<file path="src/rtl/adc733_pkg.sv">
// Shared definitions for the adc733 codec emulator: word layout, register
// file size and the control-word decoder used by the receive path.
package adc733_pkg;

  localparam int WORD_W   = 16;
  localparam int NUM_CR   = 8;
  localparam int MODE_BIT = 15;
  localparam int CTRL_BIT = 14;
  localparam int ADDR_HI  = 10;
  localparam int ADDR_LO  = 8;
  localparam int DATA_HI  = 7;
  localparam int DATA_LO  = 0;

  typedef enum logic [0:0] {
    RX_IDLE  = 1'b0,
    RX_SHIFT = 1'b1
  } rx_state_e;

  typedef struct packed {
    logic       wr;        // word addresses the control register file
    logic       mode_req;  // word requests the switch to data mode
    logic [2:0] addr;
    logic [7:0] data;
  } ctrl_dec_t;

  // Split a received word into its control-register write fields.
  function automatic ctrl_dec_t decode_ctrl(input logic [WORD_W-1:0] w);
    ctrl_dec_t d;
    d.wr       = w[CTRL_BIT];
    d.mode_req = w[CTRL_BIT] & w[MODE_BIT];
    d.addr     = w[ADDR_HI:ADDR_LO];
    d.data     = w[DATA_HI:DATA_LO];
    return d;
  endfunction

endpackage

</file>
<file path="src/rtl/adc733_codec_emu_if.sv">
// Serial port between the codec emulator (master: owns SCLK and the
// output frame) and the DSP-side wrapper (slave: drives the input frame).
interface adc733_codec_emu_if;
  logic sclk;
  logic sdofs;
  logic sdo;
  logic sdifs;
  logic sdi;

  modport master (output sclk, output sdofs, output sdo, input sdifs, input sdi);
  modport slave  (input sclk, input sdofs, input sdo, output sdifs, output sdi);
endinterface

</file>
<file path="src/rtl/adc733_sclk_gen.sv">
// SCLK divider: toggles sclk every SCLK_DIV clk cycles and flags the clk
// cycle on which the register flips 0->1 (rise) or 1->0 (fall).
module adc733_sclk_gen #(
  parameter int SCLK_DIV = 2
) (
  input  logic clk,
  input  logic rst,
  output logic sclk,
  output logic rise,
  output logic fall
);

  localparam int CW = (SCLK_DIV > 1) ? $clog2(SCLK_DIV) : 1;

  logic [CW-1:0] div_cnt_r;
  logic          sclk_r;
  logic          tick_s;

  assign tick_s = (div_cnt_r == CW'(SCLK_DIV - 1));
  assign rise   = tick_s & ~sclk_r;
  assign fall   = tick_s & sclk_r;
  assign sclk   = sclk_r;

  // Half-period counter and serial clock register.
  always_ff @(posedge clk) begin
    if (rst) begin
      div_cnt_r <= {CW{1'b0}};
      sclk_r    <= 1'b0;
    end else if (tick_s) begin
      div_cnt_r <= {CW{1'b0}};
      sclk_r    <= ~sclk_r;
    end else begin
      div_cnt_r <= div_cnt_r + CW'(1'b1);
    end
  end

endmodule

</file>
<file path="src/rtl/adc733_codec_emu.sv">
// Codec-side emulator of the adc733 serial port. Generates SCLK, sends
// 16-bit frames on SDOFS/SDO (echo in program mode, samples in data mode)
// and deserializes control words from SDIFS/SDI into an 8x8 register file.
module adc733_codec_emu
  import adc733_pkg::*;
#(
  parameter int SCLK_DIV    = 2,
  parameter int FRAME_SCLKS = 32
) (
  input  logic                clk,
  input  logic                rst,
  input  logic                se,
  adc733_codec_emu_if.master  ser,
  input  logic [WORD_W-1:0]   sample_i,
  output logic                sample_rd,
  output logic [WORD_W-1:0]   rx_word,
  output logic                rx_valid,
  output logic [NUM_CR*8-1:0] cr_flat,
  output logic                data_mode,
  output logic                frame_err
);

  localparam int FCW = $clog2(FRAME_SCLKS);

  logic rise_s;
  logic fall_s;

  adc733_sclk_gen #(.SCLK_DIV(SCLK_DIV)) u_sclk_gen (
    .clk  (clk),
    .rst  (rst),
    .sclk (ser.sclk),
    .rise (rise_s),
    .fall (fall_s)
  );

  // ---------------- receive path ----------------
  rx_state_e                rx_state_r, rx_state_nxt_s;
  logic [WORD_W-1:0]        rx_shift_r, rx_shift_nxt_s, rx_word_s;
  logic [3:0]               rx_cnt_r, rx_cnt_nxt_s;
  logic                     rx_done_s, rx_err_s;
  ctrl_dec_t                dec_s;
  logic [NUM_CR-1:0][7:0]   cr_r;
  logic [WORD_W-1:0]        echo_r, rx_word_r;
  logic                     rx_valid_r, frame_err_r, mode_req_r;

  assign rx_word_s = {rx_shift_r[WORD_W-2:0], ser.sdi};
  assign dec_s     = decode_ctrl(rx_word_s);

  // Receive FSM next state: bits are taken on rise events only; a frame
  // sync while shifting abandons the partial word and restarts at bit 15.
  always_comb begin
    rx_state_nxt_s = rx_state_r;
    rx_shift_nxt_s = rx_shift_r;
    rx_cnt_nxt_s   = rx_cnt_r;
    rx_done_s      = 1'b0;
    rx_err_s       = 1'b0;
    if (rise_s) begin
      case (rx_state_r)
        RX_IDLE: begin
          if (ser.sdifs) begin
            rx_state_nxt_s = RX_SHIFT;
            rx_shift_nxt_s = {{(WORD_W-1){1'b0}}, ser.sdi};
            rx_cnt_nxt_s   = 4'd1;
          end else begin
            rx_state_nxt_s = RX_IDLE;
          end
        end
        RX_SHIFT: begin
          if (ser.sdifs) begin
            rx_err_s       = 1'b1;
            rx_shift_nxt_s = {{(WORD_W-1){1'b0}}, ser.sdi};
            rx_cnt_nxt_s   = 4'd1;
          end else if (rx_cnt_r == 4'd15) begin
            rx_done_s      = 1'b1;
            rx_state_nxt_s = RX_IDLE;
            rx_shift_nxt_s = rx_word_s;
            rx_cnt_nxt_s   = 4'd0;
          end else begin
            rx_shift_nxt_s = rx_word_s;
            rx_cnt_nxt_s   = rx_cnt_r + 4'd1;
          end
        end
        default: begin
          rx_state_nxt_s = RX_IDLE;
        end
      endcase
    end else begin
      rx_state_nxt_s = rx_state_r;
    end
  end

  // Receive state, completed-word capture and control register writes.
  always_ff @(posedge clk) begin
    if (rst) begin
      rx_state_r  <= RX_IDLE;
      rx_shift_r  <= {WORD_W{1'b0}};
      rx_cnt_r    <= 4'd0;
      rx_word_r   <= {WORD_W{1'b0}};
      rx_valid_r  <= 1'b0;
      frame_err_r <= 1'b0;
      cr_r        <= {(NUM_CR*8){1'b0}};
      echo_r      <= {WORD_W{1'b0}};
      mode_req_r  <= 1'b0;
    end else begin
      rx_state_r  <= rx_state_nxt_s;
      rx_shift_r  <= rx_shift_nxt_s;
      rx_cnt_r    <= rx_cnt_nxt_s;
      rx_valid_r  <= rx_done_s;
      frame_err_r <= rx_err_s;
      if (rx_done_s) begin
        rx_word_r <= rx_word_s;
        if (dec_s.wr) begin
          cr_r[dec_s.addr] <= dec_s.data;
          echo_r           <= rx_word_s;
        end
        if (dec_s.mode_req) begin
          mode_req_r <= 1'b1;
        end
      end
    end
  end

  // ---------------- transmit path ----------------
  logic [FCW-1:0]    fcnt_r, fcnt_nxt_s;
  logic [WORD_W-1:0] tx_shift_r, tx_shift_nxt_s;
  logic              tx_act_r, tx_act_nxt_s;
  logic              sdofs_r, sdofs_nxt_s, sdo_r, sdo_nxt_s;
  logic              data_mode_r, data_mode_nxt_s;
  logic              sample_rd_s, sample_rd_r;

  // Frame sequencing on fall events: start (latch word, raise sync),
  // shift out bits 14..0, then idle low for the rest of the frame.
  always_comb begin
    fcnt_nxt_s      = fcnt_r;
    tx_shift_nxt_s  = tx_shift_r;
    tx_act_nxt_s    = tx_act_r;
    sdofs_nxt_s     = sdofs_r;
    sdo_nxt_s       = sdo_r;
    data_mode_nxt_s = data_mode_r;
    sample_rd_s     = 1'b0;
    if (fall_s) begin
      if (fcnt_r == FCW'(FRAME_SCLKS - 1)) begin
        fcnt_nxt_s = {FCW{1'b0}};
      end else begin
        fcnt_nxt_s = fcnt_r + FCW'(1'b1);
      end
      if (fcnt_r == {FCW{1'b0}}) begin
        if (se) begin
          data_mode_nxt_s = data_mode_r | mode_req_r;
          tx_shift_nxt_s  = data_mode_nxt_s ? sample_i : echo_r;
          sample_rd_s     = data_mode_nxt_s;
          tx_act_nxt_s    = 1'b1;
          sdofs_nxt_s     = 1'b1;
          sdo_nxt_s       = tx_shift_nxt_s[WORD_W-1];
        end else begin
          tx_act_nxt_s = 1'b0;
          sdofs_nxt_s  = 1'b0;
          sdo_nxt_s    = 1'b0;
        end
      end else if (fcnt_r < FCW'(WORD_W)) begin
        tx_act_nxt_s   = tx_act_r & se;
        sdofs_nxt_s    = 1'b0;
        sdo_nxt_s      = tx_act_r & se & tx_shift_r[WORD_W-2];
        tx_shift_nxt_s = {tx_shift_r[WORD_W-2:0], 1'b0};
      end else begin
        tx_act_nxt_s = 1'b0;
        sdofs_nxt_s  = 1'b0;
        sdo_nxt_s    = 1'b0;
      end
    end else begin
      fcnt_nxt_s = fcnt_r;
    end
  end

  // Transmit registers; all serial outputs come straight from flops.
  always_ff @(posedge clk) begin
    if (rst) begin
      fcnt_r      <= {FCW{1'b0}};
      tx_shift_r  <= {WORD_W{1'b0}};
      tx_act_r    <= 1'b0;
      sdofs_r     <= 1'b0;
      sdo_r       <= 1'b0;
      data_mode_r <= 1'b0;
      sample_rd_r <= 1'b0;
    end else begin
      fcnt_r      <= fcnt_nxt_s;
      tx_shift_r  <= tx_shift_nxt_s;
      tx_act_r    <= tx_act_nxt_s;
      sdofs_r     <= sdofs_nxt_s;
      sdo_r       <= sdo_nxt_s;
      data_mode_r <= data_mode_nxt_s;
      sample_rd_r <= sample_rd_s;
    end
  end

  assign ser.sdofs = sdofs_r;
  assign ser.sdo   = sdo_r;
  assign sample_rd = sample_rd_r;
  assign rx_word   = rx_word_r;
  assign rx_valid  = rx_valid_r;
  assign cr_flat   = cr_r;
  assign data_mode = data_mode_r;
  assign frame_err = frame_err_r;

endmodule

</file>
<file path="src/flat_wrapper.sv">
// flat-port wrapper written by rule: the top's interface ports become plain ports
module adc733_codec_emu_flat import adc733_pkg::*;
#(
  parameter int SCLK_DIV    = 2,
  parameter int FRAME_SCLKS = 32
)
  (clk, rst, se, sample_i, sample_rd, rx_word, rx_valid, cr_flat, data_mode, frame_err, ser_sclk, ser_sdofs, ser_sdo, ser_sdifs, ser_sdi);
  adc733_codec_emu_if ser_i ();
  input  logic clk;
  input  logic rst;
  input  logic se;
  input  logic [WORD_W-1:0] sample_i;
  output logic sample_rd;
  output logic [WORD_W-1:0] rx_word;
  output logic rx_valid;
  output logic [NUM_CR*8-1:0] cr_flat;
  output logic data_mode;
  output logic frame_err;
  output wire logic [$bits(ser_i.sclk)-1:0] ser_sclk;
  output wire logic [$bits(ser_i.sdofs)-1:0] ser_sdofs;
  output wire logic [$bits(ser_i.sdo)-1:0] ser_sdo;
  input wire logic [$bits(ser_i.sdifs)-1:0] ser_sdifs;
  input wire logic [$bits(ser_i.sdi)-1:0] ser_sdi;
  assign ser_sclk = ser_i.sclk;
  assign ser_sdofs = ser_i.sdofs;
  assign ser_sdo = ser_i.sdo;
  assign ser_i.sdifs = ser_sdifs;
  assign ser_i.sdi = ser_sdi;
  adc733_codec_emu #(.SCLK_DIV(SCLK_DIV), .FRAME_SCLKS(FRAME_SCLKS)) u_core (.clk(clk), .rst(rst), .se(se), .ser(ser_i), .sample_i(sample_i), .sample_rd(sample_rd), .rx_word(rx_word), .rx_valid(rx_valid), .cr_flat(cr_flat), .data_mode(data_mode), .frame_err(frame_err));
endmodule
</file>
<file path="config.mk">
export PLATFORM = sky130hd
export DESIGN_NAME = adc733_codec_emu_flat
export DESIGN_NICKNAME = d
export VERILOG_FILES = /design/src/rtl/adc733_pkg.sv /design/src/rtl/adc733_codec_emu_if.sv /design/src/rtl/adc733_sclk_gen.sv /design/src/rtl/adc733_codec_emu.sv /design/src/flat_wrapper.sv
export SDC_FILE = /design/constraint.sdc
export NUM_CORES = 1
export LEC_CHECK = 0
export ABC_AREA = 0
export CORE_MARGIN = 1
export CORE_UTILIZATION = 57
export DETAILED_ROUTE_END_ITERATION = 8
export HOLD_SLACK_MARGIN = 0.03
export PLACE_DENSITY = 0.85
export REMOVE_ABC_BUFFERS = 1
export SETUP_SLACK_MARGIN = 0.3
export SLEW_MARGIN = 25
export SYNTH_ARGS = -nofsm -noshare
export SYNTH_HDL_FRONTEND = slang
export SYNTH_SLANG_ARGS = --single-unit
</file>
<file path="constraint.sdc">
create_clock -name clk -period 4.8 [get_ports clk]
set_clock_uncertainty 0.05 [all_clocks]
set_input_delay 0.96 -clock clk [delete_from_list [all_inputs] [get_ports clk]]
set_output_delay 0.96 -clock clk [all_outputs]
set_load 0.005 [all_outputs]
</file>
After elaboration in Yosys (flattened, before gate mapping)
Cells that the tools add are included.
Storage, ports and cells
  word-level logic and storage cells: 88
  flip-flop bits (word level): 146
  input port bits: 21
  output and inout port bits: 87
Operators by class
  bitwise operators: 12
  mux-type cells: 30
  add/sub/neg operators: 3
  reductions and logical operators: 11
  equality and inequality tests: 4
  $lt $le $gt $ge: 3
Operators by type and width (number)
  $mux W15: 5
  $bwmux W64: 1
  $pmux W15 S2: 1
  $demux W8 S3: 1
  $mux W16: 1
  $mux W1: 14
  $mux W4: 3
  $mux W8: 1
  $pmux W4 S2: 1
  $not A1 Y1: 6
  $reduce_and A2 Y1: 3
  $reduce_and A3 Y1: 2
  $add A5 B1 Y5 const B: 1
  $and A1 B1 Y1: 5
  $eq A5 B5 Y1 const B: 1
  $logic_not A5 Y1: 1
  $lt A5 B5 Y1 const B: 1
  $mux W5: 1
  $add A4 B1 Y4 const B: 1
  $eq A4 B4 Y1 const B: 1
  $lt A3 B4 Y1 const B: 1
  $ne A2 B2 Y1 const B: 2
  $reduce_or A4 Y1: 1
  $ge A3 B1 Y1 const B: 1
  other kinds (7): 7

Longest topological paths before layout
  depth in word-level cells: 6
  depth in mapped cells: 7
  gate-level depth less buffers: 6

Hierarchy
Synthesis repeated with hierarchy kept, for this count alone.
Unflattened totals
  cells, all modules: 624
  area, all modules: 6226.0 µm²
By module, submodules not included
  adc733_codec_emu: instances 1, sequential area each 2882.8 µm², cells an instance 617, area each 6155.9 µm²
  adc733_sclk_gen: instances 1, sequential area each 40.0 µm², cells an instance 7, area each 70.1 µm²

Least setup slack after synthesis
Ideal clock, no wire load.
  kind: input to register
  from: in rst
  to: reg u_core.echo_r[14]
  path buffers: 4
  data arrival time: 2008 ps
  setup slack: 2610 ps
  stages: 5
  data required time: 4618 ps
  library setup time: 132 ps
  cell sequence: buf_2 -> buf_1 -> clkbuf_1 -> buf_1 -> a21oi_1
RTL lines
  start: declaration: RTL line flat_wrapper.sv:10  | input logic rst;
  end signal: assignment: RTL line adc733_codec_emu.sv:102  | echo_r <= {WORD_W{1'b0}};
  end signal: assignment: RTL line adc733_codec_emu.sv:114  | echo_r <= rx_word_s;
  end: declaration: RTL line adc733_codec_emu.sv:43  | logic [WORD_W-1:0] echo_r, rx_word_r;
No word-level cell between the ends.

Worst setup path after layout
  from: reg u_core.data_mode_r, in the netlist u_core.data_mode
  to: out data_mode
RTL lines
  start: declaration: RTL line adc733_codec_emu.sv:128  | logic data_mode_r, data_mode_nxt_s;
  start signal: assignment: RTL line adc733_codec_emu.sv:191  | data_mode_r <= data_mode_nxt_s;
  end: declaration: RTL line flat_wrapper.sv:17  | output logic data_mode;
No word-level cell between the ends.

==> qor_table.md <==
| Metric | Reported |
|:---|:---|
| CTS tree | built |
| Setup repair after global routing missed its margin | false |
| Most common library cells after synthesis | dfxtp_1 (146), nand2b_1 (86), mux2i_1 (73) |
| Clk network pwr share | 50.4% |
| Warning count from the yosys run | 0 |
| CP peak stage delay | 0.89 ns |
| Final ANT Viol Nets | 0 |
| Cell-by-cell trace of the critical path | clkdlybuf4s50_1 |
| Switching fraction of total power | 22.6% |
| Largest net degree at the start of global routing | 90 |
| Highest achievable clock rate | 324 MHz |
| Setup Buffers After CTS | 0 |
| Hold-fix buffers at CTS | 0 |
| CP max stage cell | dfxtp_1 |
| Slew at the pin closest to its max-slew limit | 0.981 ns |
| Aggregate global-route resource usage | 28.6% |
| Combinational fraction of design power | 3.7% |
| Max IR drop VDD | 0.000263 V |
| DIE AREA | 0.0116 mm² |
| Count of pins over their slew limit | 0 |
| Share of total power in sequential cells | 45.9% |
| DRC violation count after routing | 0 |
| Effective utilization at floorplan | 58.7% |
| Insertion delay of the later-clocked pin in the worst-skew pair | 0.54 ns |
| Reported net switching power | 0.606 mW |
| Clock root buffer | clkbuf_8 |
| Kind of end point of the critical path | output port |
| Proportion of layout cells with a drive suffix above 1 | 9.21% |
| Wire length per cell | 18.1 µm |
| Die width | 108 µm |
| Most repeated cell in the gate-level netlist after synthesis | dfxtp_1 |
| Critical Path Source Type | flip-flop |
| Number of inserted diodes | 0 |
| Final std cell area, no fill | 0.00798 mm² |
| Number of enable flip-flop cells after synthesis | 0 |
| Count of input and output buffers | 107 |
| Share of flip-flops with an asynchronous set or reset after synthesis | 0% |
| Ratio of final minimum period to clock period | 64.4% |
| Top delay family on crit path | flip-flops |
| Standard-cell rows | 38 |
| Post-synthesis sequential element count | 146 |
| Maximum number of buffers from clock root to sink | 2 |
| Setup TNS | 0 ns |
| Headroom to the max-slew limit | 34.4% |
| Static Leak | 3.03 nW |
| Number of iterations in the first detailed-routing pass | 5 |
| Htree depth | 4 |
| Number of different library cells in the post-synthesis netlist | 49 |
| Clock slew at the register clock pins of the worst setup and hold paths | 0.06 ns |
| Final critical-path required period | 3.09 ns |
| Instance count of the mapped netlist | 680 |
| Int Pwr | 2.08 mW |
| Global-route wire length before repair | 25800 µm |
| Via-to-Cell Ratio | 5.96 |
| CP Class | reg -> out |
| HPWL after DPL | 10100 µm |
| Antenna violations before repair | 0 |
| Worst path buffer plus inverter count | 1 |
| Total power per unit cell area | 336 mW/mm² |
| Area after detailed placement | 0.00737 mm² |
| Remaining global-route overflow | 0 |
| Area Growth Syn to Fin | 25.3% |
| Worst hold slack | 0.423 ns |
| Top area cells in the synthesized netlist | dfxtp_1 (46%), mux2i_1 (11%), nand2b_1 (8.4%) |
| Initial drt markers | 347 |
| Top-area cell type share of the netlist area | 45.9% |
| Source of the critical timing path | u_core.data_mode |
| Net count, final | 772 |
| Hold wc startpoint | u_core.ser.sdofs |
| Number of gates resized after cts | 0 |
| Library cell occupying the most area in the post-synthesis netlist | dfxtp_1 |
| Final number of setup-violating endpoints | 0 |
| Floorplan die height | 108 µm |
| Number of top-level pins | 108 |
| Origin of the critical flop-to-flop path | u_core.rx_cnt_r[0] |
| Number of violations of the max-capacitance limit | 0 |
| CP arrival | 2.08 ns |
| Total clock sinks | 146 |
| Aggregate routed wire length | 16300 µm |
| Weighted congestion reported at the end of routability-driven placement | 0.816 |
| Clock buffer count from CTS | 17 |
| Maximum net fanout on the critical path | 32 |
| Post-synthesis area per instance | 9.36 µm² |
| Req. time, crit path | 3.79 ns |
| Status | completed |
| Worst hold path type | reg -> reg |
| Vias | 5362 |
| Share of the yosys chip area belonging to registers | 45.9% |
| Combined area of all synthesized cells | 0.00637 mm² |
| Number of hold violations in the final report | 0 |
| Core Footprint | 0.0108 mm² |
| Vias in the first global route | 5243 |
| Main flop type after synthesis | dfxtp_1 |
==> path summary, 6_finish.rpt <==
kind / cells past startpoint / slack, ns / end
worst max-delay path: 1 / 1.71 / data_mode
worst min-delay path: 2 / 0.42 / u_core.ser.sdofs
worst min register to register: 2 / 0.42 / u_core.ser.sdofs
worst max register to register: 5 / 2.34 / u_core.echo_r[0]
==> sequential cells by signal, summed over array words and instances (netlist names) <==
signal and cells:
u_core.rx_cnt_r 4, u_core.rx_shift_r 15, u_core.rx_word 16, u_core.ser.sdofs 1, u_core.rx_state_r 1, u_core.rx_valid 1, u_core.data_mode 1, u_core.fcnt_r 5
u_core.ser.sdo 1, u_core.sample_rd 1, u_core.cr_flat 64, u_core.echo_r 16, u_core.u_sclk_gen.div_cnt_r 1, u_core.tx_shift_r 15, u_core.tx_act_r 1, u_core.mode_req_r 1
u_core.frame_err 1, u_core.u_sclk_gen.sclk 1
==> area by class of cell <==
type / count / area (µm²)
Inverter: 6 / 22.5
Tap cell: 140 / 175
Timing Repair Buffer: 112 / 1110
Clock inverter: 14 / 178
Sequential cell: 146 / 2920
Clock buffer: 18 / 428
Fill cell: 762 / 2860
Multi-Input combinational cell: 464 / 3150
==> cell usage in the layout (no fill, tap or decap), drive strengths merged, types with 2 or more instances in the layout <==
cell / count
buf: 6
clkdlybuf4s50: 106
clkinvlp: 4
nor2: 8
inv: 10
a311oi: 2
nand3b: 3
clkbuf: 18
o21ai: 54
nor2b: 18
mux2i: 73
and3b: 3
ha: 4
dfxtp: 146
or4b: 3
a211o: 15
clkinv: 3
a21oi: 62
nand2: 34
and3: 2
nand4: 7
and4b: 3
o31ai: 6
nor3: 3
or3b: 14
nor4bb: 3
nand3: 31
bufinv: 3
a31oi: 15
nand2b: 86
==> power groups by stage <==
stage	Clock, mW	Sequential [mW]	Combinational (mW)
after global routing	1.40	1.23	0.107
after detailed placement	0	1.26	0.0971
after floorplan	0	1.26	0.0476
final	1.35	1.23	0.0992
after global placement	0	1.26	0.0945
after CTS	1.36	1.23	0.0978
==> kinds of logic after synthesis <==
group                    share of synthesized area (%)
adder cells (fa/ha/maj)                          0.786
flip-flops                                        45.9
AND/OR/NAND/NOR                                   22.0
AO/OA/AOI/OAI                                     15.1
buffers and inverters                             4.68
multiplexers                                      11.5
==> metrics by stage <==
stage               cells  utilization (%)  power, mW  setup WS, ns
floorplan             616                -       1.30          1.82
CTS                   900             73.6       2.69          1.72
global placement      868             68.0       1.35          1.85
global route          900             73.6       2.74          1.59
detailed placement    868             68.0       1.36          1.82
finish                900             73.6       2.68          1.71
==> per-layer routing <==
metal	vias to the layer above	track usage, %	wire [µm]
li1	2525	-	-
met1	2636	35.4	6950
met2	174	49.4	8320
met3	27	4.90	742
met4	0	11.3	275
met5	-	0	0
(Power assumes the default switching activity.)
